### config.mk
export PLATFORM = sky130hd
export DESIGN_NAME = tank_level_matrix_driver_flat
export DESIGN_NICKNAME = d
export VERILOG_FILES = /design/src/rtl/tank_display_pkg.sv /design/src/rtl/tank_level_matrix_driver_if.sv /design/src/rtl/tank_scan_timer.sv /design/src/rtl/tank_level_matrix_driver.sv /design/src/flat_wrapper.sv
export SDC_FILE = /design/constraint.sdc
export NUM_CORES = 1
export LEC_CHECK = 0
export ABC_AREA = 1
export CELL_PAD_IN_SITES_DETAIL_PLACEMENT = 0
export CELL_PAD_IN_SITES_GLOBAL_PLACEMENT = 1
export CORE_UTILIZATION = 40
export DETAILED_ROUTE_END_ITERATION = 10
export GPL_TIMING_DRIVEN = 0
export PLACE_DENSITY_LB_ADDON = 0.1
export SLEW_MARGIN = 20
export SYNTH_ARGS = -nofsm -noshare
export SYNTH_HDL_FRONTEND = slang
export SYNTH_HIERARCHICAL = 1
export SYNTH_SLANG_ARGS = --single-unit
### constraint.sdc
create_clock -name clk -period 2.8 [get_ports clk]
set_input_delay 0.84 -clock clk [delete_from_list [all_inputs] [get_ports clk]]
set_output_delay 0.84 -clock clk [all_outputs]
set_load 0.005 [all_outputs]
### src/rtl/tank_display_pkg.sv
// Shared types and helpers for the tank level matrix display: ramp FSM states,
// level-to-height scaling and height classification.
package tank_display_pkg;

  typedef enum logic [1:0] {
    ST_IDLE,
    ST_RISE,
    ST_FALL
  } ramp_state_e;

  // Scales a level code to a bar height. The product is formed at 64 bits so it
  // cannot overflow for any practical level width.
  function automatic int unsigned level_to_height(int unsigned level,
                                                  int unsigned rows,
                                                  int unsigned lmax);
    logic [63:0] prod;
    prod = 64'(level) * 64'(rows);
    return 32'(prod / 64'(lmax));
  endfunction

  function automatic ramp_state_e classify(int unsigned d, int unsigned h);
    if (d == h) return ST_IDLE;
    return (d < h) ? ST_RISE : ST_FALL;
  endfunction

endpackage

### src/rtl/tank_level_matrix_driver_if.sv
// Level input and matrix drive signals of the tank level display.
interface tank_level_matrix_driver_if #(
  parameter int ROWS    = 7,
  parameter int COLS    = 5,
  parameter int LEVEL_W = 2
);
  logic [LEVEL_W-1:0] tank_level;
  logic               level_valid;
  logic [COLS-1:0]    columns_n;
  logic [ROWS-1:0]    rows_n;
  logic               frame_tick;
  logic               settled;

  modport master (
    output tank_level, level_valid,
    input  columns_n, rows_n, frame_tick, settled
  );

  modport slave (
    input  tank_level, level_valid,
    output columns_n, rows_n, frame_tick, settled
  );
endinterface

### src/rtl/tank_scan_timer.sv
// Column scan timer: dwells SCAN_DIV clocks per column and pulses frame_tick
// in the first cycle of column 0 after a wrap.
module tank_scan_timer #(
  parameter int COLS     = 5,
  parameter int SCAN_DIV = 1000
) (
  input  logic                    clk,
  input  logic                    reset,
  output logic [$clog2(COLS)-1:0] col_idx,
  output logic                    frame_tick
);
  localparam int TW = $clog2(SCAN_DIV);
  localparam int CW = $clog2(COLS);
  localparam logic [TW-1:0] TIMER_LAST = TW'(SCAN_DIV - 1);
  localparam logic [CW-1:0] COL_LAST   = CW'(COLS - 1);

  logic [TW-1:0] timer;

  // NOTE: state registers use non-blocking assignments so every flop samples pre-edge values.
  always_ff @(posedge clk) begin
    if (reset) begin
      timer      <= '0;
      col_idx    <= '0;
      frame_tick <= 1'b0;
    end else begin
      frame_tick <= 1'b0;
      if (timer == TIMER_LAST) begin
        timer <= '0;
        if (col_idx == COL_LAST) begin
          col_idx    <= '0;
          frame_tick <= 1'b1;
        end else begin
          col_idx <= col_idx + 1'b1;
        end
      end else begin
        timer <= timer + 1'b1;
      end
    end
  end

endmodule

### src/rtl/tank_level_matrix_driver.sv
// Tank level bar-graph driver: scans an LED matrix column by column, ramps the
// displayed height toward the sensor level and blinks an empty alarm.
module tank_level_matrix_driver
  import tank_display_pkg::*;
#(
  parameter int ROWS         = 7,
  parameter int COLS         = 5,
  parameter int LEVEL_W      = 2,
  parameter int SCAN_DIV     = 1000,
  parameter int STEP_FRAMES  = 8,
  parameter int BLINK_FRAMES = 25
) (
  input logic                       clk,
  input logic                       reset,
  tank_level_matrix_driver_if.slave bus
);
  localparam int LMAX = (1 << LEVEL_W) - 1;
  localparam int CW   = $clog2(COLS);
  localparam int HW   = $clog2(ROWS + 1);
  localparam int SW   = $clog2(STEP_FRAMES + 1);
  localparam int BW   = $clog2(BLINK_FRAMES + 1);
  localparam logic [CW-1:0] COL_LAST   = CW'(COLS - 1);
  localparam logic [HW-1:0] FULL_H     = HW'(ROWS);
  localparam logic [SW-1:0] STEP_LAST  = SW'(STEP_FRAMES - 1);
  localparam logic [BW-1:0] BLINK_LAST = BW'(BLINK_FRAMES - 1);

  logic [CW-1:0]   col_idx;
  logic            frame_tick;
  ramp_state_e     state;
  logic [HW-1:0]   h, d, h_next, d_next;
  logic [SW-1:0]   step_cnt, step_cnt_next;
  logic [BW-1:0]   blink_cnt;
  logic            blink_on;
  logic            alarm;
  logic [ROWS-1:0] row_lit;
  logic [COLS-1:0] columns_n_q;
  logic [ROWS-1:0] rows_n_q;
  logic            settled_q;

  tank_scan_timer #(
    .COLS     (COLS),
    .SCAN_DIV (SCAN_DIV)
  ) u_scan (
    .clk        (clk),
    .reset      (reset),
    .col_idx    (col_idx),
    .frame_tick (frame_tick)
  );

  assign alarm = (d == '0) && (h == '0);

  // NOTE: every always_comb output gets a default first so no path can infer a latch.
  always_comb begin
    d_next        = d;
    h_next        = h;
    step_cnt_next = step_cnt;
    // The step compares against the target held before this edge; a coincident
    // level_valid only takes effect afterwards.
    if (frame_tick && (d != h)) begin
      if (step_cnt == STEP_LAST) begin
        step_cnt_next = '0;
        if ((d < h) && (d != FULL_H))   d_next = d + 1'b1;
        else if ((d > h) && (d != '0))  d_next = d - 1'b1;
      end else begin
        step_cnt_next = step_cnt + 1'b1;
      end
    end
    if (bus.level_valid) h_next = HW'(level_to_height(32'(bus.tank_level), ROWS, LMAX));
    if (d_next == h_next) step_cnt_next = '0;
  end

  always_comb begin
    row_lit = ~({ROWS{1'b1}} >> d);
    if ((col_idx == '0) || (col_idx == COL_LAST)) row_lit = '1;
    else if (alarm && blink_on)                   row_lit[ROWS-1] = 1'b1;
  end

  always_ff @(posedge clk) begin
    if (reset) begin
      state       <= ST_IDLE;
      d           <= '0;
      h           <= '0;
      step_cnt    <= '0;
      blink_cnt   <= '0;
      blink_on    <= 1'b1;
      columns_n_q <= '1;
      rows_n_q    <= '1;
      settled_q   <= 1'b1;
    end else begin
      state    <= classify(32'(d_next), 32'(h_next));
      d        <= d_next;
      h        <= h_next;
      step_cnt <= step_cnt_next;
      if (!alarm) begin
        blink_cnt <= '0;
        blink_on  <= 1'b1;
      end else if (frame_tick) begin
        if (blink_cnt == BLINK_LAST) begin
          blink_cnt <= '0;
          blink_on  <= ~blink_on;
        end else begin
          blink_cnt <= blink_cnt + 1'b1;
        end
      end
      columns_n_q <= ~(COLS'(1) << col_idx);
      rows_n_q    <= ~row_lit;
      settled_q   <= (state == ST_IDLE);
    end
  end

  assign bus.columns_n  = columns_n_q;
  assign bus.rows_n     = rows_n_q;
  assign bus.frame_tick = frame_tick;
  assign bus.settled    = settled_q;

endmodule

### src/flat_wrapper.sv
// flat-port wrapper written by rule: the top's interface ports become plain ports
module tank_level_matrix_driver_flat import tank_display_pkg::*;
#(
  parameter int ROWS         = 7,
  parameter int COLS         = 5,
  parameter int LEVEL_W      = 2,
  parameter int SCAN_DIV     = 1000,
  parameter int STEP_FRAMES  = 8,
  parameter int BLINK_FRAMES = 25
)
  (clk, reset, bus_tank_level, bus_level_valid, bus_columns_n, bus_rows_n, bus_frame_tick, bus_settled);
  tank_level_matrix_driver_if #(.ROWS(ROWS), .COLS(COLS), .LEVEL_W(LEVEL_W)) bus_i ();
  input logic clk;
  input logic reset;
  input wire logic [$bits(bus_i.tank_level)-1:0] bus_tank_level;
  input wire logic [$bits(bus_i.level_valid)-1:0] bus_level_valid;
  output wire logic [$bits(bus_i.columns_n)-1:0] bus_columns_n;
  output wire logic [$bits(bus_i.rows_n)-1:0] bus_rows_n;
  output wire logic [$bits(bus_i.frame_tick)-1:0] bus_frame_tick;
  output wire logic [$bits(bus_i.settled)-1:0] bus_settled;
  assign bus_i.tank_level = bus_tank_level;
  assign bus_i.level_valid = bus_level_valid;
  assign bus_columns_n = bus_i.columns_n;
  assign bus_rows_n = bus_i.rows_n;
  assign bus_frame_tick = bus_i.frame_tick;
  assign bus_settled = bus_i.settled;
  tank_level_matrix_driver #(.ROWS(ROWS), .COLS(COLS), .LEVEL_W(LEVEL_W), .SCAN_DIV(SCAN_DIV), .STEP_FRAMES(STEP_FRAMES), .BLINK_FRAMES(BLINK_FRAMES)) u_core (.clk(clk), .reset(reset), .bus(bus_i));
endmodule
==> reports/metrics.cfg <==
[grt]
global_route.overflow_total=0
met2_global_route_usage_pct=25.7
grt_first_pass_wirelength_mm=6.91
vias_in_the_first_global_route=1617
grtUsageTotal_pct=14.6
met1_usage_pct=16.8
grt_max_degree=14
gr-usage-met3_pct=4.24
busiest_layer=met2
antenna_found_initial=0

[clocking]
clock_sink_count=45
cts-root-to-sink-buffers=2
holdBufCountCts=0
clkSlewWorstSetupHoldPaths_ns=0.08
tritoncts.num_buffers=5
clock_tree_from_tritoncts=yes
worstSkewPairLatency_ns=0.29
root_buffer=clkbuf_8
cts-htree-levels=2

[setup_path]
cp_slowest_cell=clkdlybuf4s50_1
maximum_cell_stage_delay_along_the_critical_path_ns=0.53
reg2reg_setup_slack_ns=0.42
timing.critical_path.fanout_max=4
setup.worst_path.start_class=primary input
critical_path.endpoint_type=flop
crit_type=in2reg
cp.required_ns=2.99
list_of_cells_traversed_by_the_critical_path=clkdlybuf4s50_1 > inv_1 > ha_1 > nor2_1 > a21oi_1 > a21oi_2 > ha_1 > nand2_1 > o21ai_2 > inv_2 > o21ai_2 > a21oi_1
critical_path_arrival_ns=2.86

[yosys]
ys_ff_latch=45
synth_top_family_by_area=simple AND/OR/NAND/NOR gates
synthSimpleGateAreaFrac_pct=28.8
number_of_enable_type_register_cells_in_the_synthesized_netlist=0
yosys_warnings=6
synth_area_leaders=dfxtp_1 (39%), ha_1 (13%), nand2_1 (7.5%), inv_1 (7.2%), nand3_1 (4.6%)
ys_async_sr_fraction_pct=0
synth_sequential_area_ratio_pct=39.2
synth_compound_area_share_pct=7.63
synth_top_cell_by_area=dfxtp_1
syn_area_per_cell_um2=8.06
ys_types=28
synth_top_area_share_pct=39.2
syn_inst=285
ys_dominant_reg_cell=dfxtp_1
synth_nets=314
post_synth_fa_ha_maj_area_fraction_pct=13.1
synthesis.area_mm2=0.00230
muxShareOfSynthArea_pct=0
synth_xor_area_share_pct=3.43

[floorplanning]
floorplan.core_area_mm2=0.00551
die_y_um=77.8
top_level_ports=19
row_count=27
design.die.area_mm2=0.00605
start_util_pct=41.7
die_w_um=77.8

[timing]
fmaxAchievable_mhz=375
skew_final_ns=0.00267
slew_viol_final=0
slew_of_the_pin_with_the_lowest_slew_margin_ns=0.530
final_period_minus_worst_setup_slack_ns=2.67
whs_ns=0.412
fin_crit_share_pct=95.3
finalSetupViolations=0
worst_slew_margin_rel_pct=64.6
number_of_hold_violations_in_the_final_report=0
grt_setup_unrepaired=no

[power_and_ir_drop]
pwr_dens_mw_per_mm2=450
finalPower_uw=1210
leakage_power_summed_over_all_cells_uw=0.00122
max-vdd-ir-drop_mv=0.238

[cells_and_area]
insertedDiodeCount=0
postLayoutCoreUtil_pct=48.9
layout-drive-gt1-share_pct=15.1
final_cells=384
fin_nets=340
areaGrowthSynthToFinish_pct=17.1

[place]
placedCellCount=375
io_buffer_count=18
gpl.final_weighted_congestion=0.796
place_hpwl_mm=3.16

[detailed_routing]
detailroute.via_count=1770
drt_drc_violations_left=0
initialDrtViolationCount=46
ant_nets=0
finalWirelength_mm=4.07
routed_wire_length_per_instance_um=10.6
post_drt_via_cell_ratio=4.61
firstDrtPassIters=4

[status]
status=completed

[run]
cap_violations=0

[min_path]
worst_hold_path_type=reg2reg

==> stage by stage <==
step                      area, um^2  TNS, ns  worst slack [ns]
after detailed placement        2570    -1.58            -0.368
after global routing            2690        0            0.0288
final                           2690        0             0.131
after CTS                       2670        0            0.0192
after floorplan                 2300        0             0.535
after global placement          2570    -1.57            -0.372
==> metal layers <==
metal | vias to the layer above | wire (um)
li1 | 957 | -
met1 | 795 | 2010
met2 | 13 | 1910
met4 | 0 | 57
met3 | 5 | 94
met5 | - | 0
==> cells by family after synthesis <==
group,Yosys count
AO/OA/AOI/OAI,31
XOR/XNOR,9
adder cells (fa/ha/maj),24
buffers and inverters,48
flip-flops,45
AND/OR/NAND/NOR,128
==> final cells by class <==
class / count / area, um^2
clock buffer: 7 / 96.3
fill: 561 / 2820
sequential: 45 / 901
buffer: 1 / 5.00
multi-input combinational: 192 / 1230
tap: 72 / 90.1
clock inverter: 1 / 5.00
timing repair buffer: 19 / 190
inverter: 47 / 176
==> sequential cells by signal, indices dropped and copies added, names as in the netlist <==
name                      count
u_core/blink_cnt              5
u_core/blink_on               1
u_core/bus.columns_n          5
u_core/bus.rows_n             7
u_core/bus.settled            1
u_core/d                      3
u_core/h                      3
u_core/state                  2
u_core/step_cnt               4
u_core/u_scan/col_idx         3
u_core/u_scan/frame_tick      1
u_core/u_scan/timer          10
==> cell usage after synthesis (5+ instances only) <==
cell	number
inv_1	44
nand2_2	6
nand2_1	46
a21oi_1	11
o21ai_0	10
nand4_1	6
nor2_2	8
dfxtp_1	45
xor2_1	5
nor2_1	26
nand3_1	21
ha_1	24
==> where the power goes <==
group          switching, uW  internal [uW]
sequential              7.28            656
combinational           61.5           48.6
clock                    215            223
total                    284            928
==> placed cells by master, fill, tap and decap left out <==
cell and instances:
xor2_1 5, nor2_1 26, o21ai_1 2, o31ai_1 1
nand3_2 3, clkbuf_8 7, ha_1 24, inv_1 43
nand2_8 1, a21oi_2 5, nor3_2 1, xnor2_1 4
buf_4 1, nand2_4 1, nand3_4 1, o21bai_1 1
nor3_1 3, clkinv_2 1, nand3_1 21, or2_2 1
nor2_4 3, o21ai_0 10, dfxtp_1 45, nand2_1 46
o21ai_2 2, inv_2 4, nor3_4 1, dlymetal6s2s_1 1
a21oi_1 10, nand2_2 6, nor2_2 8, buf_2 1
nand4_1 6, clkdlybuf4s50_1 17
==> path summary, 6_finish.rpt <==
kind | depth (start not counted) | endpoint | startpoint
worst min-delay path | 1 | u_core/bus.settled | u_core/state[0]
worst max register to register | 15 | u_core/step_cnt[0] | u_core/d[2]
worst min register to register | 1 | u_core/bus.settled | u_core/state[0]
worst max-delay path | 12 | u_core/step_cnt[0] | bus_tank_level[1]
==> critical path: cells and delay by family <==
family / cells / cell delay (ns)
AO/OA/AOI/OAI: 5 / 0.57
adder cells (fa/ha/maj): 2 / 0.60
buffers and inverters: 3 / 0.72
AND/OR/NAND/NOR: 2 / 0.12
==> timing repair <==
item | CTS | global route
resized for setup | 1 | 4
pin swaps | 0 | 1
setup buffers | 0 | 1
setup endpoints to repair | 2 | 5
Note: power is estimated with default switching activity, not from simulation.
